**src/rtl/mul_share_pkg.sv**
```systemverilog
// Shared types and helpers for the round-robin multiplier share arbiter.
// Tag entries carry the requester index alongside each in-flight operation.
package mul_share_pkg;

    localparam int MAX_TAG_W = 8;

    function automatic int tag_w(input int n);
        return (n > 1) ? $clog2(n) : 1;
    endfunction

    typedef struct packed {
        logic                 valid;
        logic [MAX_TAG_W-1:0] index;
    } tag_t;

    function automatic int slot_lo(input int idx, input int w);
        return idx * w;
    endfunction

    function automatic int slot_hi(input int idx, input int w);
        return idx * w + w - 1;
    endfunction

endpackage

```
**src/rtl/rr_arbiter.sv**
```systemverilog
// Round-robin arbiter: one-hot grant searched from the slot after the
// last winner; the pointer only moves when a grant is taken.
module rr_arbiter
    import mul_share_pkg::*;
#(
    parameter int N  = 4,
    parameter int IW = tag_w(N)
) (
    input  logic          CLK,
    input  logic          RSTN,
    input  logic [N-1:0]  req,
    input  logic          advance,
    output logic [N-1:0]  grant,
    output logic [IW-1:0] grant_idx
);

    logic [IW-1:0] last_grant;

    // Descending scan so the nearest requester after last_grant wins.
    always_comb begin
        grant     = '0;
        grant_idx = '0;
        for (int k = N; k >= 1; k--) begin
            int j;
            j = int'(last_grant) + k;
            if (j >= N) begin
                j = j - N;
            end
            if (req[j]) begin
                grant     = '0;
                grant[j]  = 1'b1;
                grant_idx = IW'(j);
            end
        end
    end

    always_ff @(posedge CLK) begin
        if (!RSTN) begin
            last_grant <= IW'(N - 1);
        end else if (advance) begin
            last_grant <= grant_idx;
        end
    end

endmodule

```
**src/rtl/mul_share_arbiter.sv**
```systemverilog
// Shares one external pipelined multiplier among NUM_REQ requesters and
// parks each tagged result in that requester's slot until consumed.
module mul_share_arbiter
    import mul_share_pkg::*;
#(
    parameter int NUM_REQ     = 4,
    parameter int WIDTH       = 8,
    parameter int MUL_LATENCY = 1
) (
    input  logic                     CLK,
    input  logic                     RSTN,
    input  logic [NUM_REQ-1:0]       REQ_VALID_IN,
    output logic [NUM_REQ-1:0]       REQ_READY_OUT,
    input  logic [NUM_REQ*WIDTH-1:0] REQ_A_IN,
    input  logic [NUM_REQ*WIDTH-1:0] REQ_B_IN,
    output logic [NUM_REQ-1:0]       RES_VALID_OUT,
    input  logic [NUM_REQ-1:0]       RES_READY_IN,
    output logic [NUM_REQ*WIDTH-1:0] RES_VALUE_OUT,
    output logic [WIDTH-1:0]         MUL_A_OUT,
    output logic [WIDTH-1:0]         MUL_B_OUT,
    output logic                     MUL_VALID_OUT,
    input  logic [WIDTH-1:0]         MUL_VALUE_IN,
    input  logic                     MUL_VALID_IN,
    output logic                     ERR_OUT
);

    localparam int TAG_W = tag_w(NUM_REQ);
    localparam int SW    = $clog2(MUL_LATENCY + 1);

    logic [NUM_REQ-1:0] busy;
    logic [NUM_REQ-1:0] eligible;
    logic [NUM_REQ-1:0] grant;
    logic [NUM_REQ-1:0] res_valid;
    logic [NUM_REQ-1:0] res_set;
    logic [NUM_REQ-1:0] consume;
    logic [TAG_W-1:0]   grant_idx;
    logic [TAG_W-1:0]   tail_idx;
    logic [WIDTH-1:0]   a_sel;
    logic [WIDTH-1:0]   b_sel;
    logic [WIDTH-1:0]   slot [NUM_REQ];
    logic [SW-1:0]      settle;
    logic               settled;
    logic               hs;
    logic               err_set;
    tag_t               issue_tag;
    tag_t               tag_pipe [MUL_LATENCY];
    tag_t               tail;

    assign eligible = REQ_VALID_IN & ~busy & {NUM_REQ{RSTN}};

    rr_arbiter #(
        .N  (NUM_REQ),
        .IW (TAG_W)
    ) u_arb (
        .CLK       (CLK),
        .RSTN      (RSTN),
        .req       (eligible),
        .advance   (hs),
        .grant     (grant),
        .grant_idx (grant_idx)
    );

    assign REQ_READY_OUT = grant;
    assign hs            = |(grant & REQ_VALID_IN);
    assign a_sel         = REQ_A_IN[slot_lo(int'(grant_idx), WIDTH) +: WIDTH];
    assign b_sel         = REQ_B_IN[slot_lo(int'(grant_idx), WIDTH) +: WIDTH];

    assign tail     = tag_pipe[MUL_LATENCY-1];
    assign tail_idx = tail.index[TAG_W-1:0];
    assign settled  = (settle == SW'(MUL_LATENCY));
    assign consume  = res_valid & RES_READY_IN;

    // Strobes before the pipeline refills after reset are stale, not errors.
    assign err_set  = MUL_VALID_IN & ~tail.valid & settled;

    always_comb begin
        res_set = '0;
        if (MUL_VALID_IN && tail.valid) begin
            res_set[tail_idx] = 1'b1;
        end
    end

    always_ff @(posedge CLK) begin
        if (!RSTN) begin
            busy          <= '0;
            res_valid     <= '0;
            MUL_A_OUT     <= '0;
            MUL_B_OUT     <= '0;
            MUL_VALID_OUT <= 1'b0;
            ERR_OUT       <= 1'b0;
            issue_tag     <= '0;
            settle        <= '0;
        end else begin
            busy          <= (busy & ~consume) | grant;
            res_valid     <= (res_valid & ~consume) | res_set;
            MUL_VALID_OUT <= hs;
            if (hs) begin
                MUL_A_OUT <= a_sel;
                MUL_B_OUT <= b_sel;
            end
            issue_tag.valid <= hs;
            issue_tag.index <= MAX_TAG_W'(grant_idx);
            if (!settled) begin
                settle <= settle + 1'b1;
            end
            if (err_set) begin
                ERR_OUT <= 1'b1;
            end
        end
    end

    // issue_tag lines up with MUL_VALID_OUT; the tail meets MUL_VALID_IN.
    always_ff @(posedge CLK) begin
        if (!RSTN) begin
            for (int s = 0; s < MUL_LATENCY; s++) begin
                tag_pipe[s] <= '0;
            end
        end else begin
            tag_pipe[0] <= issue_tag;
            for (int s = 1; s < MUL_LATENCY; s++) begin
                tag_pipe[s] <= tag_pipe[s-1];
            end
        end
    end

    always_ff @(posedge CLK) begin
        if (!RSTN) begin
            for (int i = 0; i < NUM_REQ; i++) begin
                slot[i] <= '0;
            end
        end else begin
            for (int i = 0; i < NUM_REQ; i++) begin
                if (res_set[i]) begin
                    slot[i] <= MUL_VALUE_IN;
                end
            end
        end
    end

    always_comb begin
        RES_VALUE_OUT = '0;
        for (int i = 0; i < NUM_REQ; i++) begin
            RES_VALUE_OUT[slot_lo(i, WIDTH) +: WIDTH] = slot[i];
        end
    end

    assign RES_VALID_OUT = res_valid;

endmodule

```
**config.mk**
```make
export PLATFORM = sky130hd
export DESIGN_NAME = mul_share_arbiter
export DESIGN_NICKNAME = d
export VERILOG_FILES = /design/src/rtl/mul_share_pkg.sv /design/src/rtl/rr_arbiter.sv /design/src/rtl/mul_share_arbiter.sv
export SDC_FILE = /design/constraint.sdc
export NUM_CORES = 1
export LEC_CHECK = 0
export CORE_MARGIN = 2
export CORE_UTILIZATION = 45
export CTS_BUF_LIST = sky130_fd_sc_hd__clkbuf_8
export CTS_CLUSTER_SIZE = 20
export DETAILED_ROUTE_END_ITERATION = 16
export GPL_TIMING_DRIVEN = 0
export PLACE_DENSITY = 0.84
export SYNTH_ARGS = -nofsm -noshare
export SYNTH_HDL_FRONTEND = slang
export SYNTH_SLANG_ARGS = --single-unit
```
**constraint.sdc**
```tcl
create_clock -name CLK -period 5 [get_ports CLK]
set_input_delay 1.5 -clock CLK [delete_from_list [all_inputs] [get_ports CLK]]
set_output_delay 1.5 -clock CLK [all_outputs]
set_load 0.02 [all_outputs]
```
==> results of run 1 <==
## power by group
group          switching (µW)  internal, µW
Combinational             793           738
Clock                     203           331
Sequential               93.9           697
## worst max-delay path, cell delays in order
cell	delay [ns]
sky130_fd_sc_hd__clkdlybuf4s50_1	0.44
sky130_fd_sc_hd__nor2b_4	0.16
sky130_fd_sc_hd__mux4_2	0.51
sky130_fd_sc_hd__and2_4	0.23
sky130_fd_sc_hd__a221oi_4	0.32
sky130_fd_sc_hd__a21oi_2	0.10
sky130_fd_sc_hd__buf_4	0.17
## per-stage QoR
step | TNS [ns] | std cells | worst slack (ns)
after global routing | -0.0268 | 570 | -0.0134
after CTS | 0 | 569 | 0.00589
final | 0 | 570 | 0.0700
after detailed placement | -2.53 | 550 | -0.685
after floorplan | 0 | 311 | 0.451
after global placement | -2.42 | 550 | -0.655
## routing by layer
metal  vias to the layer above  routed length [µm]  share of wire [%]
li1                       1437                   -                  -
met1                      1381                3280                 37
met2                       147                4690                 52
met3                        17                 802                8.9
met4                         0                 208                2.3
met5                         -                   0                  0
## flip-flops by register name, indices dropped and copies added (netlist names)
register and count:
settle 1, busy 4, tag_pipe 3, MUL_A_OUT 8, u_arb.last_grant 2, slot 32
issue_tag 3, ERR_OUT 1, RES_VALID_OUT 4, MUL_B_OUT 8
## how the worst min path moves through the flow
stage / end / slack, ns / depth (start not counted)
final: tag_pipe[0][1]$_SDFF_PN0_ / 0.44 / 1
after floorplan: tag_pipe[0][0]$_SDFF_PN0_ / 0.41 / 1
after detailed placement: tag_pipe[0][1]$_SDFF_PN0_ / 0.42 / 1
after global placement: tag_pipe[0][0]$_SDFF_PN0_ / 0.41 / 1
after global routing: tag_pipe[0][1]$_SDFF_PN0_ / 0.45 / 1
after CTS: tag_pipe[0][1]$_SDFF_PN0_ / 0.44 / 1
## placed cells by master (no fill, tap or decap), types with 2 or more instances in the layout
| master | instances |
|---|---|
| sky130_fd_sc_hd__ha_1 | 8 |
| sky130_fd_sc_hd__and2_1 | 27 |
| sky130_fd_sc_hd__and3_1 | 8 |
| sky130_fd_sc_hd__nor4bb_2 | 2 |
| sky130_fd_sc_hd__inv_1 | 4 |
| sky130_fd_sc_hd__buf_4 | 5 |
| sky130_fd_sc_hd__clkbuf_8 | 9 |
| sky130_fd_sc_hd__a31oi_1 | 2 |
| sky130_fd_sc_hd__a21oi_2 | 4 |
| sky130_fd_sc_hd__nor2b_4 | 4 |
| sky130_fd_sc_hd__dfxtp_1 | 34 |
| sky130_fd_sc_hd__a221oi_4 | 4 |
| sky130_fd_sc_hd__nand2b_1 | 5 |
| sky130_fd_sc_hd__bufinv_16 | 3 |
| sky130_fd_sc_hd__mux2i_1 | 66 |
| sky130_fd_sc_hd__o21ai_0 | 5 |
| sky130_fd_sc_hd__a31o_2 | 2 |
| sky130_fd_sc_hd__nor3_1 | 2 |
| sky130_fd_sc_hd__nand2_1 | 15 |
| sky130_fd_sc_hd__edfxtp_1 | 32 |
| sky130_fd_sc_hd__clkdlybuf4s50_1 | 133 |
| sky130_fd_sc_hd__dlymetal6s2s_1 | 2 |
| sky130_fd_sc_hd__o211ai_1 | 5 |
| sky130_fd_sc_hd__nor2_1 | 34 |
| sky130_fd_sc_hd__buf_6 | 4 |
| sky130_fd_sc_hd__a31oi_2 | 2 |
| sky130_fd_sc_hd__clkbuf_1 | 6 |
| sky130_fd_sc_hd__buf_1 | 2 |
| sky130_fd_sc_hd__inv_2 | 2 |
| sky130_fd_sc_hd__a21oi_1 | 12 |
| sky130_fd_sc_hd__buf_2 | 4 |
## cells by family (layout without fill, tap and decap cells)
group                    count (synthesis)  in the layout  synth area share, %
AO/OA/AOI/OAI                           43             43                 8.08
multiplexers                            70             70                 21.2
flip-flops                              66             66                 48.6
buffers and inverters                   20            180                 2.96
AND/OR/NAND/NOR                        104            104                 16.2
adder cells (fa/ha/maj)                  8              8                 2.96
## timing repair
action,in CTS,in global routing
setup endpoints to repair,4,4
setup buffers,3,1
gates resized for setup,41,13
pin swaps,6,2
hold buffers,0,0
## layout make-up
type,instances,area (µm²),share of cell area [%]
Sequential cell,66,1640,30.8
Inverter,6,22.5,0.422
Tap cell,99,124,2.32
Buffer,14,78.8,1.48
Multi-Input combinational cell,225,1810,33.8
Clock buffer,9,124,2.32
Timing Repair Buffer,144,1420,26.7
Clock inverter,7,116,2.18
==> results_tabular.tex, run 1 <==
\begin{tabular}{lr}
\hline
Metric & Value \\
\hline
\multicolumn{2}{l}{\textbf{Yosys}} \\
Area share of the largest cell type after synthesis & 28.5\% \\
Synth Cell Area & 3380 µm² \\
Post-synth EDFFs & 32 \\
Post-synthesis sequential area ratio & 48.6\% \\
Flip-flop cell with the highest count after synthesis & sky130\_fd\_sc\_hd\_\_dfxtp\_1 \\
Synth Instances & 311 \\
Area leader, netlist & sky130\_fd\_sc\_hd\_\_edfxtp\_1 \\
Most common cell in the netlist & sky130\_fd\_sc\_hd\_\_mux2i\_1 \\
Per-instance average area after synthesis & 10.9 µm² \\
Warning count from the yosys run & 0 \\
Biggest area contributors in the synthesized netlist & sky130\_fd\_sc\_hd\_\_edfxtp\_1, sky130\_fd\_sc\_hd\_\_dfxtp\_1, sky130\_fd\_sc\_hd\_\_mux2i\_1 \\
Total nets after synthesis & 402 \\
Async set or reset register ratio after synthesis & 0\% \\
Flops \& latches, synth & 66 \\
Top cells by count, synth & sky130\_fd\_sc\_hd\_\_mux2i\_1, sky130\_fd\_sc\_hd\_\_dfxtp\_1, sky130\_fd\_sc\_hd\_\_nor2\_1, sky130\_fd\_sc\_hd\_\_edfxtp\_1, sky130\_fd\_sc\_hd\_\_and2\_1 \\
Synth unique cells & 38 \\
\multicolumn{2}{l}{\textbf{Floorplan}} \\
Die Wd & 90.6 µm \\
Starting Density & 46.6\% \\
Area of the die & 8210 µm² \\
Total core area & 7250 µm² \\
Die outline height & 90.6 µm \\
Core Rows & 31 \\
Io pins & 141 \\
\multicolumn{2}{l}{\textbf{STA}} \\
Max-slew violation total from the final report & 0 \\
Transition time at the pin with the least slew margin & 1.04 ns \\
Tcrit/Tclk final & 98.6\% \\
Final count of negative-setup-slack endpoints & 0 \\
Worst hold margin & 0.436 ns \\
Fmax & 0.203 GHz \\
Min Clock Period, post-route & 4.93 ns \\
Clock skew after layout & 0.0119 ns \\
Relative slew slack & 29.9\% \\
Hold Violations, Final & 0 \\
\multicolumn{2}{l}{\textbf{Global route}} \\
Met3 capacity usage during global routing & 6.76\% \\
Via count of the first global-routing pass & 2974 \\
Global Route Usage Sum & 21.3\% \\
Grt peak-use layer & met2 \\
Met2 layer usage reported by global route & 39.1\% \\
Wire length of the first global-routing pass & 13800 µm \\
Global-route congestion overflow total & 0 \\
Number of antenna violations at the first check in global routing & 0 \\
Global Route met1 Usage & 21.7\% \\
Pin count of the biggest net entering global routing & 13 \\
\multicolumn{2}{l}{\textbf{Layout}} \\
Final core utilization & 73.6\% \\
Final design instance area without fill & 5340 µm² \\
Number of fill cells & 527 \\
Final nets & 557 \\
Antenna Cells & 0 \\
Area growth from synthesis to final layout & 58.1\% \\
Proportion of layout cells with a drive suffix above 1 & 12.3\% \\
\multicolumn{2}{l}{\textbf{Drt}} \\
First-pass detailed-route iteration total & 4 \\
Number of nets with antenna violations after detailed routing & 0 \\
Wire length reported by the detailed router & 8990 µm \\
Via count & 2982 \\
Via/cell ratio & 5.23 \\
1st-iter DRT viols & 182 \\
Routed WL per cell & 15.8 µm \\
Drc violations & 0 \\
\multicolumn{2}{l}{\textbf{Place}} \\
Count of buffers inserted at the top-level ports & 140 \\
Instance area at placement & 4900 µm² \\
Weighted congestion reported at the end of routability-driven placement & 0.900 \\
Sum of net half-perimeters after detailed placement & 6920 µm \\
\multicolumn{2}{l}{\textbf{Run status}} \\
Outcome & completed \\
\multicolumn{2}{l}{\textbf{CTS}} \\
Clock latency of the later-clocked register in the worst-skew pair & 0.33 ns \\
Number of buffers created by CTS & 9 \\
TritonCTS clock tree & built \\
Clock tree root driver cell & sky130\_fd\_sc\_hd\_\_clkbuf\_8 \\
CTS clk-pin slew, worst paths & 0.07 ns \\
CTS H-tree depth & 3 \\
Clock Sinks & 66 \\
Maximum number of buffers from clock root to sink & 2 \\
\multicolumn{2}{l}{\textbf{Worst setup path}} \\
Reg-to-reg slack, setup & 1.62 ns \\
Critical path start-end classification & input pin to output port \\
CP Capture Type & output port \\
Worst reg-to-reg path cell count & 10 \\
Startpoint of the worst-slack reg-to-reg timing path & u\_arb.last\_grant[0]\$\_SDFFE\_PN1P\_ \\
Worst Path Arrival & 3.43 ns \\
Capturing instance or port of the critical path & REQ\_READY\_OUT[1] \\
Top fanout value on the critical path & 5 \\
Nature of the critical path startpoint & input pin \\
Reg-to-reg endpoint & MUL\_A\_OUT[5]\$\_SDFFE\_PN0P\_ \\
Launching instance or port of the critical path & REQ\_VALID\_IN[2] \\
Data required time of the critical path & 3.50 ns \\
\multicolumn{2}{l}{\textbf{Run}} \\
Number of maximum-capacitance violations & 0 \\
\multicolumn{2}{l}{\textbf{Min path}} \\
Origin of the worst min-delay path & issue\_tag[1]\$\_SDFF\_PN0\_ \\
Classification of the worst-slack hold path & flop to flop \\
\multicolumn{2}{l}{\textbf{Power and ir drop}} \\
Power Total & 2860 µW \\
Worst ir drop on vdd & 0.311 mV \\
Cell Pwr Density & 535 nW/µm² \\
Static Leak & 0.00214 µW \\
\hline
\end{tabular}
Note: power is estimated with default switching activity, not from simulation.
==> inputs of run 2 (changes only) <==
==> constraint.sdc (replaced) <==
create_clock -name CLK -period 5 [get_ports CLK]
set_input_delay 1 -clock CLK [delete_from_list [all_inputs] [get_ports CLK]]
set_output_delay 1 -clock CLK [all_outputs]
set_load 0.02 [all_outputs]
==> results_tabular.tex, run 2 (synthesis gave the netlist of run 1 again) <==
\begin{tabular}{lr}
\hline
Metric & Value \\
\hline
\multicolumn{2}{l}{\textbf{CTS}} \\
Post-CTS Hold Fix Bufs & 0 \\
Clock tree root driver cell & sky130\_fd\_sc\_hd\_\_clkbuf\_8 \\
Clock Sinks & 66 \\
TritonCTS clock tree & built \\
CTS clk-pin slew, worst paths & 0.07 ns \\
Clock latency of the later-clocked register in the worst-skew pair & 0.33 ns \\
Post-CTS setup buffers & 0 \\
Count of cells resized by post-cts repair & 0 \\
CTS H-tree depth & 3 \\
Number of buffers created by CTS & 9 \\
Maximum number of buffers from clock root to sink & 2 \\
\multicolumn{2}{l}{\textbf{Min path}} \\
Classification of the worst-slack hold path & flop to flop \\
Hold Crit Endpoint & tag\_pipe[0][1]\$\_SDFF\_PN0\_ \\
Hold Crit Depth & 1 \\
Origin of the worst min-delay path & issue\_tag[1]\$\_SDFF\_PN0\_ \\
\multicolumn{2}{l}{\textbf{Layout}} \\
Largest registers & slot x32, MUL\_A\_OUT x8, MUL\_B\_OUT x8 \\
Antenna Cells & 0 \\
Most frequent standard cell in the layout excluding fill and tap cells & sky130\_fd\_sc\_hd\_\_clkdlybuf4s50\_1 \\
Largest register by flop count & slot \\
Flip-flop count of the largest register after layout & 32 \\
Area of combinational cells with multiple inputs & 1640 µm² \\
Final core utilization & 70.9\% \\
Final nets & 553 \\
Sequential cell area in the final layout & 1640 µm² \\
Area growth from synthesis to final layout & 52.3\% \\
Proportion of layout cells with a drive suffix above 1 & 6.00\% \\
Number of fill cells & 555 \\
Top library cells by usage in the layout, fill and taps aside & sky130\_fd\_sc\_hd\_\_clkdlybuf4s50\_1, sky130\_fd\_sc\_hd\_\_mux2i\_1, sky130\_fd\_sc\_hd\_\_dfxtp\_1, sky130\_fd\_sc\_hd\_\_nor2\_1, sky130\_fd\_sc\_hd\_\_edfxtp\_1 \\
\multicolumn{2}{l}{\textbf{STA}} \\
Transition time at the pin with the least slew margin & 1.06 ns \\
Final count of negative-setup-slack endpoints & 0 \\
Relative slew slack & 28.7\% \\
Tcrit/Tclk final & 94.6\% \\
Min Clock Period, post-route & 4.73 ns \\
Post-route setup TNS & 0 ns \\
Fmax & 0.211 GHz \\
Max-slew violation total from the final report & 0 \\
Hold Violations, Final & 0 \\
Clock skew after layout & 0.0119 ns \\
Worst hold margin & 0.436 ns \\
Unrepaired setup endpoints after global routing & false \\
\multicolumn{2}{l}{\textbf{Power and ir drop}} \\
Worst ir drop on vdd & 0.304 mV \\
Static Leak & 0.00205 µW \\
Cell Pwr Density & 524 nW/µm² \\
Power Total & 2690 µW \\
\multicolumn{2}{l}{\textbf{Worst setup path}} \\
CP Buf/Inv Count & 2 \\
Worst Path Arrival & 3.73 ns \\
Reg-to-reg slack, setup & 1.79 ns \\
Library cell appearing most often on the critical path & sky130\_fd\_sc\_hd\_\_clkdlybuf4s50\_1 \\
Sequence of cells on the critical path & clkdlybuf4s50\_1 -> nor2b\_1 -> or4b\_1 -> o21ai\_0 -> o211ai\_1 -> a21oi\_1 -> clkdlybuf4s50\_1 \\
Data required time of the critical path & 4.00 ns \\
Reg-to-reg endpoint & MUL\_A\_OUT[5]\$\_SDFFE\_PN0P\_ \\
Worst reg-to-reg path cell count & 10 \\
Nature of the critical path startpoint & input pin \\
Top fanout value on the critical path & 7 \\
Startpoint of the worst-slack reg-to-reg timing path & u\_arb.last\_grant[0]\$\_SDFFE\_PN1P\_ \\
Critical-path top delay cell & sky130\_fd\_sc\_hd\_\_clkdlybuf4s50\_1 \\
Critical path start-end classification & input pin to output port \\
CP delay by family, top & buffers and inverters \\
CP Capture Type & output port \\
Worst stage delay on the critical path & 0.67 ns \\
\multicolumn{2}{l}{\textbf{Run}} \\
Number of maximum-capacitance violations & 0 \\
\multicolumn{2}{l}{\textbf{Floorplan}} \\
Die Wd & 90.6 µm \\
Starting Density & 46.6\% \\
Core Rows & 31 \\
Area of the die & 8210 µm² \\
Io pins & 141 \\
Total core area & 7250 µm² \\
Die outline height & 90.6 µm \\
\multicolumn{2}{l}{\textbf{Run status}} \\
Outcome & completed \\
\multicolumn{2}{l}{\textbf{Drt}} \\
Wire length reported by the detailed router & 8660 µm \\
Routed WL per cell & 15.3 µm \\
1st-iter DRT viols & 200 \\
Number of nets with antenna violations after detailed routing & 0 \\
First-pass detailed-route iteration total & 4 \\
Via count & 2928 \\
Drc violations & 0 \\
Via/cell ratio & 5.17 \\
\multicolumn{2}{l}{\textbf{Global route}} \\
Via count of the first global-routing pass & 2878 \\
Pin count of the biggest net entering global routing & 13 \\
Global-route congestion overflow total & 0 \\
Global Route Usage Sum & 20.6\% \\
Number of antenna violations at the first check in global routing & 0 \\
Wire length of the first global-routing pass & 13300 µm \\
\multicolumn{2}{l}{\textbf{Place}} \\
Sum of net half-perimeters after detailed placement & 6920 µm \\
Weighted congestion reported at the end of routability-driven placement & 0.900 \\
Count of buffers inserted at the top-level ports & 140 \\
\hline
\end{tabular}
==> run 2: layout make-up <==
class | count | area share, %
Buffer | 14 | 1.51
Clock buffer | 9 | 2.41
Clock inverter | 7 | 2.26
Inverter | 6 | 0.438
Multi-Input combinational cell | 225 | 31.8
Sequential cell | 66 | 31.9
Tap cell | 99 | 2.41
Timing Repair Buffer | 140 | 27.3
==> run 2: worst max path at each step <==
| stage | startpoint | endpoint | cells past startpoint |
|---|---|---|---|
| after floorplan | REQ_VALID_IN[0] | REQ_READY_OUT[2] | 6 |
| after global placement | REQ_VALID_IN[1] | REQ_READY_OUT[1] | 7 |
| after detailed placement | REQ_VALID_IN[1] | REQ_READY_OUT[1] | 7 |
| after CTS | REQ_VALID_IN[1] | REQ_READY_OUT[1] | 7 |
| after global routing | REQ_VALID_IN[1] | REQ_READY_OUT[1] | 7 |
| final | REQ_VALID_IN[1] | REQ_READY_OUT[1] | 7 |
==> run 2: where the power goes <==
group	internal, µW	switching [µW]	total (µW)
sequential	696	82.4	779
combinational	668	716	1380
clock	331	201	533
==> run 2: through the flow <==
step           cells  worst slack [ns]  cell area [µm²]
6_report         566             0.271             5140
5_1_grt          566            0.0612             5140
2_1_floorplan    311              1.45             3380
4_1_cts          566             0.291             5140
3_5_place_dp     550             0.315             4900
3_3_place_gp     550             0.345             4900
==> run 2: per-layer routing <==
| metal | wire length, µm | track usage, % | share of wire (%) | vias to the layer above |
|---|---|---|---|---|
| li1 | - | - | - | 1434 |
| met1 | 3200 | 20.9 | 37 | 1331 |
| met2 | 4440 | 37.7 | 51 | 144 |
| met3 | 783 | 6.68 | 9.0 | 19 |
| met4 | 227 | 10.1 | 2.6 | 0 |
| met5 | 0 | 0 | 0 | - |
